--- src/rtl/adam_axil_mem_bridge.sv ---
// Multi-channel AXI-Lite slave to single-port SRAM bridge with per-channel pause and soft reset.
// Define ADAM_MEM_BRIDGE_ERR_EN to answer addresses beyond the SRAM depth with SLVERR.
module adam_axil_mem_bridge #(
    parameter int ADDR_WIDTH     = 32,
    parameter int DATA_WIDTH     = 32,
    parameter int NO_CHANNELS    = 4,
    parameter int MEM_ADDR_WIDTH = 10,
    parameter int STRB_WIDTH     = DATA_WIDTH/8
) (
    input  logic                                clk,
    input  logic                                rst,
    input  logic [NO_CHANNELS-1:0]              srst,
    input  logic [NO_CHANNELS-1:0]              pause_req,
    output logic [NO_CHANNELS-1:0]              pause_ack,
    input  logic [ADDR_WIDTH*NO_CHANNELS-1:0]   axil_aw_addr,
    input  logic [3*NO_CHANNELS-1:0]            axil_aw_prot,
    input  logic [NO_CHANNELS-1:0]              axil_aw_valid,
    output logic [NO_CHANNELS-1:0]              axil_aw_ready,
    input  logic [DATA_WIDTH*NO_CHANNELS-1:0]   axil_w_data,
    input  logic [STRB_WIDTH*NO_CHANNELS-1:0]   axil_w_strb,
    input  logic [NO_CHANNELS-1:0]              axil_w_valid,
    output logic [NO_CHANNELS-1:0]              axil_w_ready,
    output logic [2*NO_CHANNELS-1:0]            axil_b_resp,
    output logic [NO_CHANNELS-1:0]              axil_b_valid,
    input  logic [NO_CHANNELS-1:0]              axil_b_ready,
    input  logic [ADDR_WIDTH*NO_CHANNELS-1:0]   axil_ar_addr,
    input  logic [3*NO_CHANNELS-1:0]            axil_ar_prot,
    input  logic [NO_CHANNELS-1:0]              axil_ar_valid,
    output logic [NO_CHANNELS-1:0]              axil_ar_ready,
    output logic [DATA_WIDTH*NO_CHANNELS-1:0]   axil_r_data,
    output logic [2*NO_CHANNELS-1:0]            axil_r_resp,
    output logic [NO_CHANNELS-1:0]              axil_r_valid,
    input  logic [NO_CHANNELS-1:0]              axil_r_ready,
    output logic [NO_CHANNELS-1:0]              mem_req,
    output logic [NO_CHANNELS-1:0]              mem_we,
    output logic [MEM_ADDR_WIDTH*NO_CHANNELS-1:0] mem_addr,
    output logic [DATA_WIDTH*NO_CHANNELS-1:0]   mem_wdata,
    output logic [STRB_WIDTH*NO_CHANNELS-1:0]   mem_be,
    input  logic [DATA_WIDTH*NO_CHANNELS-1:0]   mem_rdata
);

    localparam int LSB = $clog2(STRB_WIDTH);

    localparam logic [2:0] IDLE    = 3'd0;
    localparam logic [2:0] WR_MEM  = 3'd1;
    localparam logic [2:0] WR_RESP = 3'd2;
    localparam logic [2:0] RD_MEM  = 3'd3;
    localparam logic [2:0] RD_CAP  = 3'd4;
    localparam logic [2:0] RD_RESP = 3'd5;
    localparam logic [2:0] PAUSED  = 3'd6;

    localparam logic [1:0] RESP_OKAY   = 2'b00;
    localparam logic [1:0] RESP_SLVERR = 2'b10;

    logic unused_prot;
    assign unused_prot = ^{axil_aw_prot, axil_ar_prot};

    for (genvar i = 0; i < NO_CHANNELS; i++) begin : g_ch
        logic [ADDR_WIDTH-1:0]     aw_addr, ar_addr;
        logic [DATA_WIDTH-1:0]     w_data, rdata_in;
        logic [STRB_WIDTH-1:0]     w_strb;
        logic                      wr_req, aw_err, ar_err, arb, unused_addr;

        logic [2:0]                state_q, state_d;
        logic                      prio_q, prio_d, err_q, err_d;
        logic                      awr_q, awr_d, arr_q, arr_d;
        logic                      bvalid_q, bvalid_d, rvalid_q, rvalid_d;
        logic [1:0]                bresp_q, bresp_d, rresp_q, rresp_d;
        logic [DATA_WIDTH-1:0]     rdata_q, rdata_d, mwdata_q, mwdata_d;
        logic                      mreq_q, mreq_d, mwe_q, mwe_d, pack_q, pack_d;
        logic [MEM_ADDR_WIDTH-1:0] maddr_q, maddr_d;
        logic [STRB_WIDTH-1:0]     mbe_q, mbe_d;

        assign aw_addr     = axil_aw_addr[i*ADDR_WIDTH +: ADDR_WIDTH];
        assign ar_addr     = axil_ar_addr[i*ADDR_WIDTH +: ADDR_WIDTH];
        assign w_data      = axil_w_data[i*DATA_WIDTH +: DATA_WIDTH];
        assign w_strb      = axil_w_strb[i*STRB_WIDTH +: STRB_WIDTH];
        assign rdata_in    = mem_rdata[i*DATA_WIDTH +: DATA_WIDTH];
        assign wr_req      = axil_aw_valid[i] && axil_w_valid[i];
        assign unused_addr = ^{aw_addr, ar_addr};

`ifdef ADAM_MEM_BRIDGE_ERR_EN
        assign aw_err = |aw_addr[ADDR_WIDTH-1:LSB+MEM_ADDR_WIDTH];
        assign ar_err = |ar_addr[ADDR_WIDTH-1:LSB+MEM_ADDR_WIDTH];
`else
        assign aw_err = 1'b0;
        assign ar_err = 1'b0;
`endif

        // Readies are registered, so whenever the FSM lands in IDLE the request
        // arbitration for the following cycle is decided on the same edge (arb).
        always_comb begin
            state_d  = state_q;
            prio_d   = prio_q;
            err_d    = err_q;
            awr_d    = 1'b0;
            arr_d    = 1'b0;
            bvalid_d = bvalid_q;
            bresp_d  = bresp_q;
            rvalid_d = rvalid_q;
            rresp_d  = rresp_q;
            rdata_d  = rdata_q;
            mreq_d   = 1'b0;
            mwe_d    = 1'b0;
            maddr_d  = maddr_q;
            mwdata_d = mwdata_q;
            mbe_d    = mbe_q;
            pack_d   = pack_q;
            arb      = 1'b0;

            case (state_q)
                IDLE: begin
                    if (awr_q && wr_req) begin
                        state_d  = WR_MEM;
                        maddr_d  = aw_addr[LSB +: MEM_ADDR_WIDTH];
                        mwdata_d = w_data;
                        mbe_d    = w_strb;
                        mreq_d   = !aw_err;
                        mwe_d    = 1'b1;
                        err_d    = aw_err;
                        prio_d   = !prio_q;
                    end else if (arr_q && axil_ar_valid[i]) begin
                        state_d  = RD_MEM;
                        maddr_d  = ar_addr[LSB +: MEM_ADDR_WIDTH];
                        mreq_d   = !ar_err;
                        err_d    = ar_err;
                        prio_d   = !prio_q;
                    end else if (!awr_q && !arr_q && pause_req[i]) begin
                        state_d  = PAUSED;
                        pack_d   = 1'b1;
                    end else begin
                        arb      = 1'b1;
                    end
                end
                WR_MEM: begin
                    state_d  = WR_RESP;
                    bvalid_d = 1'b1;
                    bresp_d  = err_q ? RESP_SLVERR : RESP_OKAY;
                end
                WR_RESP: begin
                    if (axil_b_ready[i]) begin
                        state_d  = IDLE;
                        bvalid_d = 1'b0;
                        arb      = !pause_req[i];
                    end
                end
                RD_MEM: state_d = RD_CAP;
                RD_CAP: begin
                    state_d  = RD_RESP;
                    rvalid_d = 1'b1;
                    rdata_d  = err_q ? '0 : rdata_in;
                    rresp_d  = err_q ? RESP_SLVERR : RESP_OKAY;
                end
                RD_RESP: begin
                    if (axil_r_ready[i]) begin
                        state_d  = IDLE;
                        rvalid_d = 1'b0;
                        arb      = !pause_req[i];
                    end
                end
                PAUSED: begin
                    if (!pause_req[i]) begin
                        state_d = IDLE;
                        pack_d  = 1'b0;
                        arb     = 1'b1;
                    end
                end
                default: state_d = IDLE;
            endcase

            if (arb) begin
                if (wr_req && (!prio_q || !axil_ar_valid[i])) awr_d = 1'b1;
                else if (axil_ar_valid[i])                   arr_d = 1'b1;
            end

            // Soft reset wins over everything, including pause and in-flight responses.
            if (srst[i]) begin
                state_d  = IDLE;
                prio_d   = 1'b0;
                err_d    = 1'b0;
                awr_d    = 1'b0;
                arr_d    = 1'b0;
                bvalid_d = 1'b0;
                bresp_d  = RESP_OKAY;
                rvalid_d = 1'b0;
                rresp_d  = RESP_OKAY;
                rdata_d  = '0;
                mreq_d   = 1'b0;
                mwe_d    = 1'b0;
                pack_d   = 1'b0;
            end
        end

        always_ff @(posedge clk or posedge rst) begin
            if (rst) begin
                state_q  <= IDLE;
                prio_q   <= 1'b0;
                err_q    <= 1'b0;
                awr_q    <= 1'b0;
                arr_q    <= 1'b0;
                bvalid_q <= 1'b0;
                bresp_q  <= RESP_OKAY;
                rvalid_q <= 1'b0;
                rresp_q  <= RESP_OKAY;
                rdata_q  <= '0;
                mreq_q   <= 1'b0;
                mwe_q    <= 1'b0;
                maddr_q  <= '0;
                mwdata_q <= '0;
                mbe_q    <= '0;
                pack_q   <= 1'b0;
            end else begin
                state_q  <= state_d;
                prio_q   <= prio_d;
                err_q    <= err_d;
                awr_q    <= awr_d;
                arr_q    <= arr_d;
                bvalid_q <= bvalid_d;
                bresp_q  <= bresp_d;
                rvalid_q <= rvalid_d;
                rresp_q  <= rresp_d;
                rdata_q  <= rdata_d;
                mreq_q   <= mreq_d;
                mwe_q    <= mwe_d;
                maddr_q  <= maddr_d;
                mwdata_q <= mwdata_d;
                mbe_q    <= mbe_d;
                pack_q   <= pack_d;
            end
        end

        assign axil_aw_ready[i]                          = awr_q;
        assign axil_w_ready[i]                           = awr_q;
        assign axil_ar_ready[i]                          = arr_q;
        assign axil_b_valid[i]                           = bvalid_q;
        assign axil_b_resp[2*i +: 2]                     = bresp_q;
        assign axil_r_valid[i]                           = rvalid_q;
        assign axil_r_resp[2*i +: 2]                     = rresp_q;
        assign axil_r_data[i*DATA_WIDTH +: DATA_WIDTH]   = rdata_q;
        assign mem_req[i]                                = mreq_q;
        assign mem_we[i]                                 = mwe_q;
        assign mem_addr[i*MEM_ADDR_WIDTH +: MEM_ADDR_WIDTH] = maddr_q;
        assign mem_wdata[i*DATA_WIDTH +: DATA_WIDTH]     = mwdata_q;
        assign mem_be[i*STRB_WIDTH +: STRB_WIDTH]        = mbe_q;
        assign pause_ack[i]                              = pack_q;
    end

endmodule

--- config.mk ---
export PLATFORM = sky130hd
export DESIGN_NAME = adam_axil_mem_bridge
export DESIGN_NICKNAME = d
export VERILOG_FILES = /design/src/rtl/adam_axil_mem_bridge.sv
export SDC_FILE = /design/constraint.sdc
export NUM_CORES = 1
export LEC_CHECK = 0
export ABC_AREA = 1
export BUFFER_PORTS_ARGS = -buffer_cell sky130_fd_sc_hd__buf_2
export CAP_MARGIN = 40
export CORE_AREA = 8 8 365 367
export DETAILED_ROUTE_END_ITERATION = 7
export DIE_AREA = 0 0 373 375
export PLACE_DENSITY = 0.3
export SLEW_MARGIN = 20
export SYNTH_ARGS = -nofsm -noshare
export SYNTH_HDL_FRONTEND = slang
export SYNTH_SLANG_ARGS = --single-unit
export TNS_END_PERCENT = 30
--- constraint.sdc ---
create_clock -name clk -period 14.2 [get_ports clk]
set_input_delay 2.84 -clock clk [delete_from_list [all_inputs] [get_ports clk]]
set_output_delay 2.84 -clock clk [all_outputs]
set_load 0.01 [all_outputs]
==> flow_summary.toml, run 1 <==
[finish]
areaGrowthSynthToFinish_pct = 44.56
layout-drive-gt1-share_pct = 37.02
nets = 2978
final_cell_mix = "725 x buf_2, 530 x nand2_1, 356 x dfrtp_1, 163 x nand3_1, 141 x inv_1"
utilization_pct = 17.63
fin_cells = 4111
final_common_cell = "buf_2"

[sta]
fmax_mhz = 227.5
post-route-period-util_pct = 30.95
tns_ns = 0
fin_skew_ns = 0.01986
fin_ws_ns = 9.805
worst_pin_slew_ns = 0.9036
slew_headroom_pct = 39.76
maxSlewViolCount = 0
period_needed_ns = 4.395
grt_setup_unrepaired = "false"
finalHoldViolCount = 0
finalSetupViolCount = 0

[route]
drt_iter0_drc = 791
drc = 0
antenna_left = 0
drt-wirelength-per-cell_um = 19.61
totalWireLength_um = 80630
viasPerCell = 3.440
drtPass1Iterations = 5
dr_total_vias = 14140

[floorplan]
pin_count = 942
die_area_um2 = 139900
start_util_pct = 12.20
die_y_um = 375
num_rows = 131
die-width_um = 373
coreArea_um2 = 127000

[placement]
dp_slack_ns = 9.080
port_buffers = 725
gp_congestion = 0.7843
place_inst = 4004
place_hpwl_um = 62220

[yosys]
synth-simple-area-share_pct = 22.69
synth_top_family_by_area = "simple AND/OR/NAND/NOR gates"
synth_xor_area_share_pct = 0.1131
synthesis.area_um2 = 15490
synth_compound_area_share_pct = 7.244
synthCells = 1717
synth-async-reset-ratio_pct = 100.0
synth.area.mux_share_pct = 3.344
syn_area_per_cell_um2 = 9.023
ys_warn_count = 0
seq_area_frac_synth_pct = 57.50
synth_edf_count = 0
synth_seq_cells = 356
synthAdderAreaFrac_pct = 0
ys_types = 39
ys.flop_type = "dfrtp_1"

[global_routing]
gr-usage-all-layers_pct = 11.02
overflow = 0
grt_max_degree = 123
grt_pass1_vias = 14860
grt_antenna_before_repair = 56
grt_first_pass_wirelength_um = 114200

[power]
pwr_density_cell_nw_per_um2 = 188.1
power.total_mw = 4.213
power.leakage_nw = 11.98
ir_drop_v = 0.00007209

[clock_tree]
cts-root-buf = "clkbuf_16"
tritoncts = "built"
post_cts_resized = 0
post_cts_buffers = 0
cts_buffers = 50
clkTransAtPathRegs_ns = 0.06
clock_latency_ns = 0.60
clockBufferDepth = 3
cts.sinks = 356
holdBufCountCts = 0
cts_max_level = 2

[setup_path]
path_cells = "buf_2"
start_kind = "flop"
slowest_stage = "dfrtp_1"
crit_type = "flop to output pin"
cp_data_arrival_time_ns = 1.55
path_delay_family = "flip-flops"
critPathCaptureType = "output pin"
required_ns = 11.36
critPathMaxStageDelay_ns = 0.71
cp_max_fo = 14
path_buf_inv = 1

[flow_run]
drv_cap = 0

[worst_hold_path]
hold_class = "flop to flop"

[outcome]
outcome = "completed"
-- per-stage QoR --
step                      hold WS (ns)  cell area, um2
after floorplan                 0.4424           15550
after global placement          0.4524           20590
after detailed placement        0.4535           20650
after CTS                       0.4674           22310
after global routing            0.4745           22380
final                           0.4623           22400
-- flip-flops by register name, summed over array words and instances (netlist names), 12 cells and up --
signal	cells
g_ch.mbe_q	16
g_ch.mwdata_q	128
g_ch.rdata_q	128
g_ch.state_q	12
g_ch.maddr_q	40
-- final cells by class --
class | count | area [um2]
fillers | 14460 | 104600
flip-flops and latches | 356 | 8909
multi-input cells | 1084 | 5238
repair buffers | 745 | 3864
well taps | 1662 | 2079
clock buffers | 71 | 1481
inverters | 159 | 606.8
clock inverters | 16 | 172.7
diodes | 18 | 45.04
-- power breakdown --
part           internal, mW  leakage (nW)  switching [mW]
sequential             1.34          4.76           0.192
clock                 0.775         0.809           0.520
combinational         0.494          6.41           0.892
total                  2.61          12.0            1.60
-- logic make-up after synthesis --
group / after synthesis
AOI/OAI and AO/OA: 207
xor gates and xnor gates: 2
buffers and inverters: 292
DFF: 356
muxes: 36
other: 1
and+or+nand+nor: 823
-- synthesized netlist by cell type, types with 4 or more instances --
master	count	area share (%)
nor2_4	8	0.58
clkbuf_1	29	0.70
a21oi_1	22	0.71
nor2_1	80	1.9
buf_2	37	1.2
o21ai_0	124	4.0
mux2_4	30	2.9
nor3_1	10	0.32
dfrtp_1	356	58
buf_6	7	0.51
buf_1	4	0.097
nand2_1	530	13
inv_2	13	0.31
mux2_2	6	0.44
buf_4	56	2.7
o21ai_1	6	0.19
nand4_1	15	0.61
inv_1	143	3.5
nand3_1	163	5.3
a31oi_1	45	1.8
-- final timing paths --
kind                                       start              endpoint  slack (ns)  depth (start not counted)
worst max-delay path               g_ch[2].awr_q       axil_w_ready[2]        9.81                          1
worst min-delay path            g_ch[1].mbe_q[1]      g_ch[1].mbe_q[1]        0.46                          2
worst max register to register     g_ch[2].awr_q  g_ch[2].mwdata_q[26]       11.70                          5
worst min register to register  g_ch[1].mbe_q[1]      g_ch[1].mbe_q[1]        0.46                          2
max in group asynchronous                    rst        g_ch[0].mreq_q        9.83                          4
min in group asynchronous                    rst    g_ch[3].rdata_q[9]        2.30                          2
-- per-layer routing --
layer  vias to the layer above  GRT usage (%)  wire length (um)  part of all wire [%]
met3                       153          6.670             10420                    13
met2                       549          15.94             33790                    42
met1                      6558          13.61             33930                    42
met4                        58          3.233              2105                   2.6
li1                       6822              -                 -                     -
met5                         -              0               376                  0.47
Note: power is estimated with default switching activity, not from simulation.
==> inputs of run 2 (changes only) <==
--- a/config.mk
+++ b/config.mk
@@ -5,12 +5,12 @@
 export SDC_FILE = /design/constraint.sdc
 export NUM_CORES = 1
 export LEC_CHECK = 0
-export ABC_AREA = 1
+export ABC_AREA = 0
 export BUFFER_PORTS_ARGS = -buffer_cell sky130_fd_sc_hd__buf_2
 export CAP_MARGIN = 40
-export CORE_AREA = 8 8 365 367
+export CORE_AREA = 8 8 361 363
 export DETAILED_ROUTE_END_ITERATION = 7
-export DIE_AREA = 0 0 373 375
+export DIE_AREA = 0 0 369 371
 export PLACE_DENSITY = 0.3
 export SLEW_MARGIN = 20
 export SYNTH_ARGS = -nofsm -noshare
==> constraint.sdc (replaced) <==
create_clock -name clk -period 3.95 [get_ports clk]
set_input_delay 0.79 -clock clk [delete_from_list [all_inputs] [get_ports clk]]
set_output_delay 0.79 -clock clk [all_outputs]
set_load 0.01 [all_outputs]
==> run 2 against run 1 <==
Power rose to 3.4 times the previous value. Non-clock buffer count up 20. Sequential share of layout area up 1.0 points. Critical path type is now flop to flop. Final area down 2.5%. Hold slack worse by 0.057 ns. Largest cell class unchanged. Clock-buffer cell count up 2. Die area down 2.1%. Critical path depth up 3. Highest routed layer unchanged. Cell count down 12%. Synthesized cell count down 29%. Sequential power rose to 3.6 times the previous value. Register-to-register slack worse by 10 ns.
==> flow_summary.toml, run 2 <==
[clock_tree]
clockBufferDepth = 3
clkTransAtPathRegs_ns = 0.06
clock_latency_ns = 0.59
cts_buffers = 48
cts-root-buf = "clkbuf_16"
post_cts_buffers = 0
cts.sinks = 356
holdBufCountCts = 0
post_cts_resized = 0
cts_max_level = 2
tritoncts = "built"

[power]
p_sw_share_pct = 34.85
power.total_mw = 14.51
p_sw_mw = 5.057
pwr-share-clk_pct = 30.6
p_int_mw = 9.455
power.leakage_nw = 11.58
pwr_density_cell_nw_per_um2 = 664.7
seq_power_share_pct = 38.3
combPwrFrac_pct = 31.1
ir_drop_v = 0.0002456

[sta]
worst_pin_slew_ns = 0.7165
fin_ws_ns = 1.744
post-route-period-util_pct = 55.86
fmax_mhz = 453.2
slew_headroom_pct = 52.09
maxSlewViolCount = 0
finalSetupViolCount = 0
fin_skew_ns = 0.01432
finalHoldViolCount = 0
period_needed_ns = 2.206
tns_ns = 0
grt_setup_unrepaired = "false"

[floorplan]
die_y_um = 371
die-width_um = 369
start_util_pct = 11.84
coreArea_um2 = 124600
die_area_um2 = 136900
pin_count = 942
num_rows = 130

[placement]
dp_slack_ns = 1.265
place_inst = 3527
port_buffers = 725
place_hpwl_um = 49980
gp_congestion = 0.7792
detailed_place.area_um2 = 20180

[yosys]
yosys.area.top_type = "dfrtp_1"
synth-async-reset-ratio_pct = 100.0
yosysMostFrequentCell = "dfrtp_1"
ys_types = 48
ys_top_cells_by_area = "dfrtp_1 60%, mux2_2 8.9%, nand2_1 4.8%, a22o_1 3.8%, mux2_4 3.0%"
ys.flop_type = "dfrtp_1"
seq_area_frac_synth_pct = 60.39
synthesis.area_um2 = 14750
syn_area_per_cell_um2 = 12.05
synth_commonest_cells = "356 x dfrtp_1, 188 x nand2_1, 116 x mux2_2, 85 x a21oi_1, 64 x a22o_1"
synth_top_area_share_pct = 60.39
ys_warn_count = 0
synthCells = 1224
synth_edf_count = 0
synth_seq_cells = 356

[worst_hold_path]
hold_class = "primary input to flop"
min-delay-start = "mem_rdata[61]"

[setup_path]
cp_max_fo = 15
required_ns = 4.43
critPathCaptureType = "flop"
cp_data_arrival_time_ns = 2.68
rr_startpoint = "g_ch[1].state_q[0]"
crit_type = "flop to flop"
start_kind = "flop"
cp-startpoint = "g_ch[1].state_q[0]"

[global_routing]
grt_antenna_before_repair = 29
gr-usage-all-layers_pct = 8.779
grt_max_degree = 64
grt_pass1_vias = 13340
overflow = 0
grt_first_pass_wirelength_um = 91950

[route]
drt-wirelength-per-cell_um = 17.49
drtPass1Iterations = 4
dr_total_vias = 12100
viasPerCell = 3.339
antenna_left = 0
drc = 0
totalWireLength_um = 63420
drt_iter0_drc = 399

[finish]
final_cell_mix = "725 x buf_2, 356 x dfrtp_1, 188 x nand2_1, 116 x mux2_2, 85 x a21oi_1"
nets = 2511
final_common_cell = "buf_2"
stdcell_area_um2 = 21830
layout-drive-gt1-share_pct = 50.94
fin_cells = 3625
multi_input_area_um2 = 5132
register_area_um2 = 8909
top_regs = "g_ch.mwdata_q: 128 flops, g_ch.rdata_q: 128 flops, g_ch.maddr_q: 40 flops"
areaGrowthSynthToFinish_pct = 47.99
fill_cells = 14060

[outcome]
outcome = "completed"

[flow_run]
drv_cap = 0
[run 2: cell count changes after synthesis, sizes merged, moves of 40 or more]
cell	previous run	this run
a31oi	45	2
nand2	535	188
o21ai	132	52
inv	157	16
a22o	0	64
mux2	36	145
mux2i	0	40
nor2	94	41
nand3	166	7
a21oi	22	85
[run 2: per-layer routing]
layer  share of wire, %  global-route usage (%)
met4                2.2                   2.134
met2                 46                   14.22
met5               0.27                       0
met1                 39                   10.02
met3                 12                   4.913
[run 2: logic make-up (layout without fill, tap and decap cells)]
kind of cell,count (synthesis),count (layout),synth area share [%]
flops,356,356,60.39
compound gates,241,241,10.69
buf+inv,141,869,5.428
simple gates,296,296,8.719
xor+xnor,4,4,0.2374
other cells,1,24,0.02542
mux,185,185,14.52
[run 2: worst paths after layout]
kind	to	slack, ns	cells past startpoint
max	g_ch[1].mbe_q[0]	1.74	4
min reg2reg	g_ch[0].maddr_q[4]	0.47	2
max in group asynchronous	g_ch[0].mwdata_q[22]	2.69	4
max reg2reg	g_ch[1].mbe_q[0]	1.74	4
min in group asynchronous	g_ch[0].mwdata_q[9]	0.63	3
min	g_ch[1].rdata_q[29]	0.41	2
[run 2: power groups by stage]
| stage | combinational (mW) | sequential [mW] | clock [mW] |
|---|---|---|---|
| 2_1_floorplan | 2.15 | 5.90 | 0 |
| 3_3_place_gp | 4.67 | 5.59 | 0 |
| 6_report | 4.51 | 5.56 | 4.44 |
| 5_1_grt | 5.02 | 5.73 | 4.83 |
| 3_5_place_dp | 4.65 | 5.61 | 0 |
| 4_1_cts | 4.65 | 5.58 | 4.69 |
[run 2: critical path: stages (launching register included)]
cell and delay, ns:
dfrtp_1 0.52, nor3_1 0.45, nand2b_2 0.43, buf_4 0.37, mux2_2 0.30
[run 2: stage by stage]
step | util [%] | hold WS (ns)
floorplan | - | 0.4755
global placement | 16.15 | 0.4632
detailed placement | 16.20 | 0.4648
CTS | 17.49 | 0.3227
global route | 17.51 | 0.3343
finish | 17.52 | 0.4055
[run 2: layout make-up]
type	instances	share of cell area, %
antenna	8	0.09170
timing repair buffer	765	18.48
clock buffer	73	6.585
multi-input combinational	742	23.51
inverter	16	0.2923
clock inverter	15	0.7794
tap	1650	9.456
sequential	356	40.80
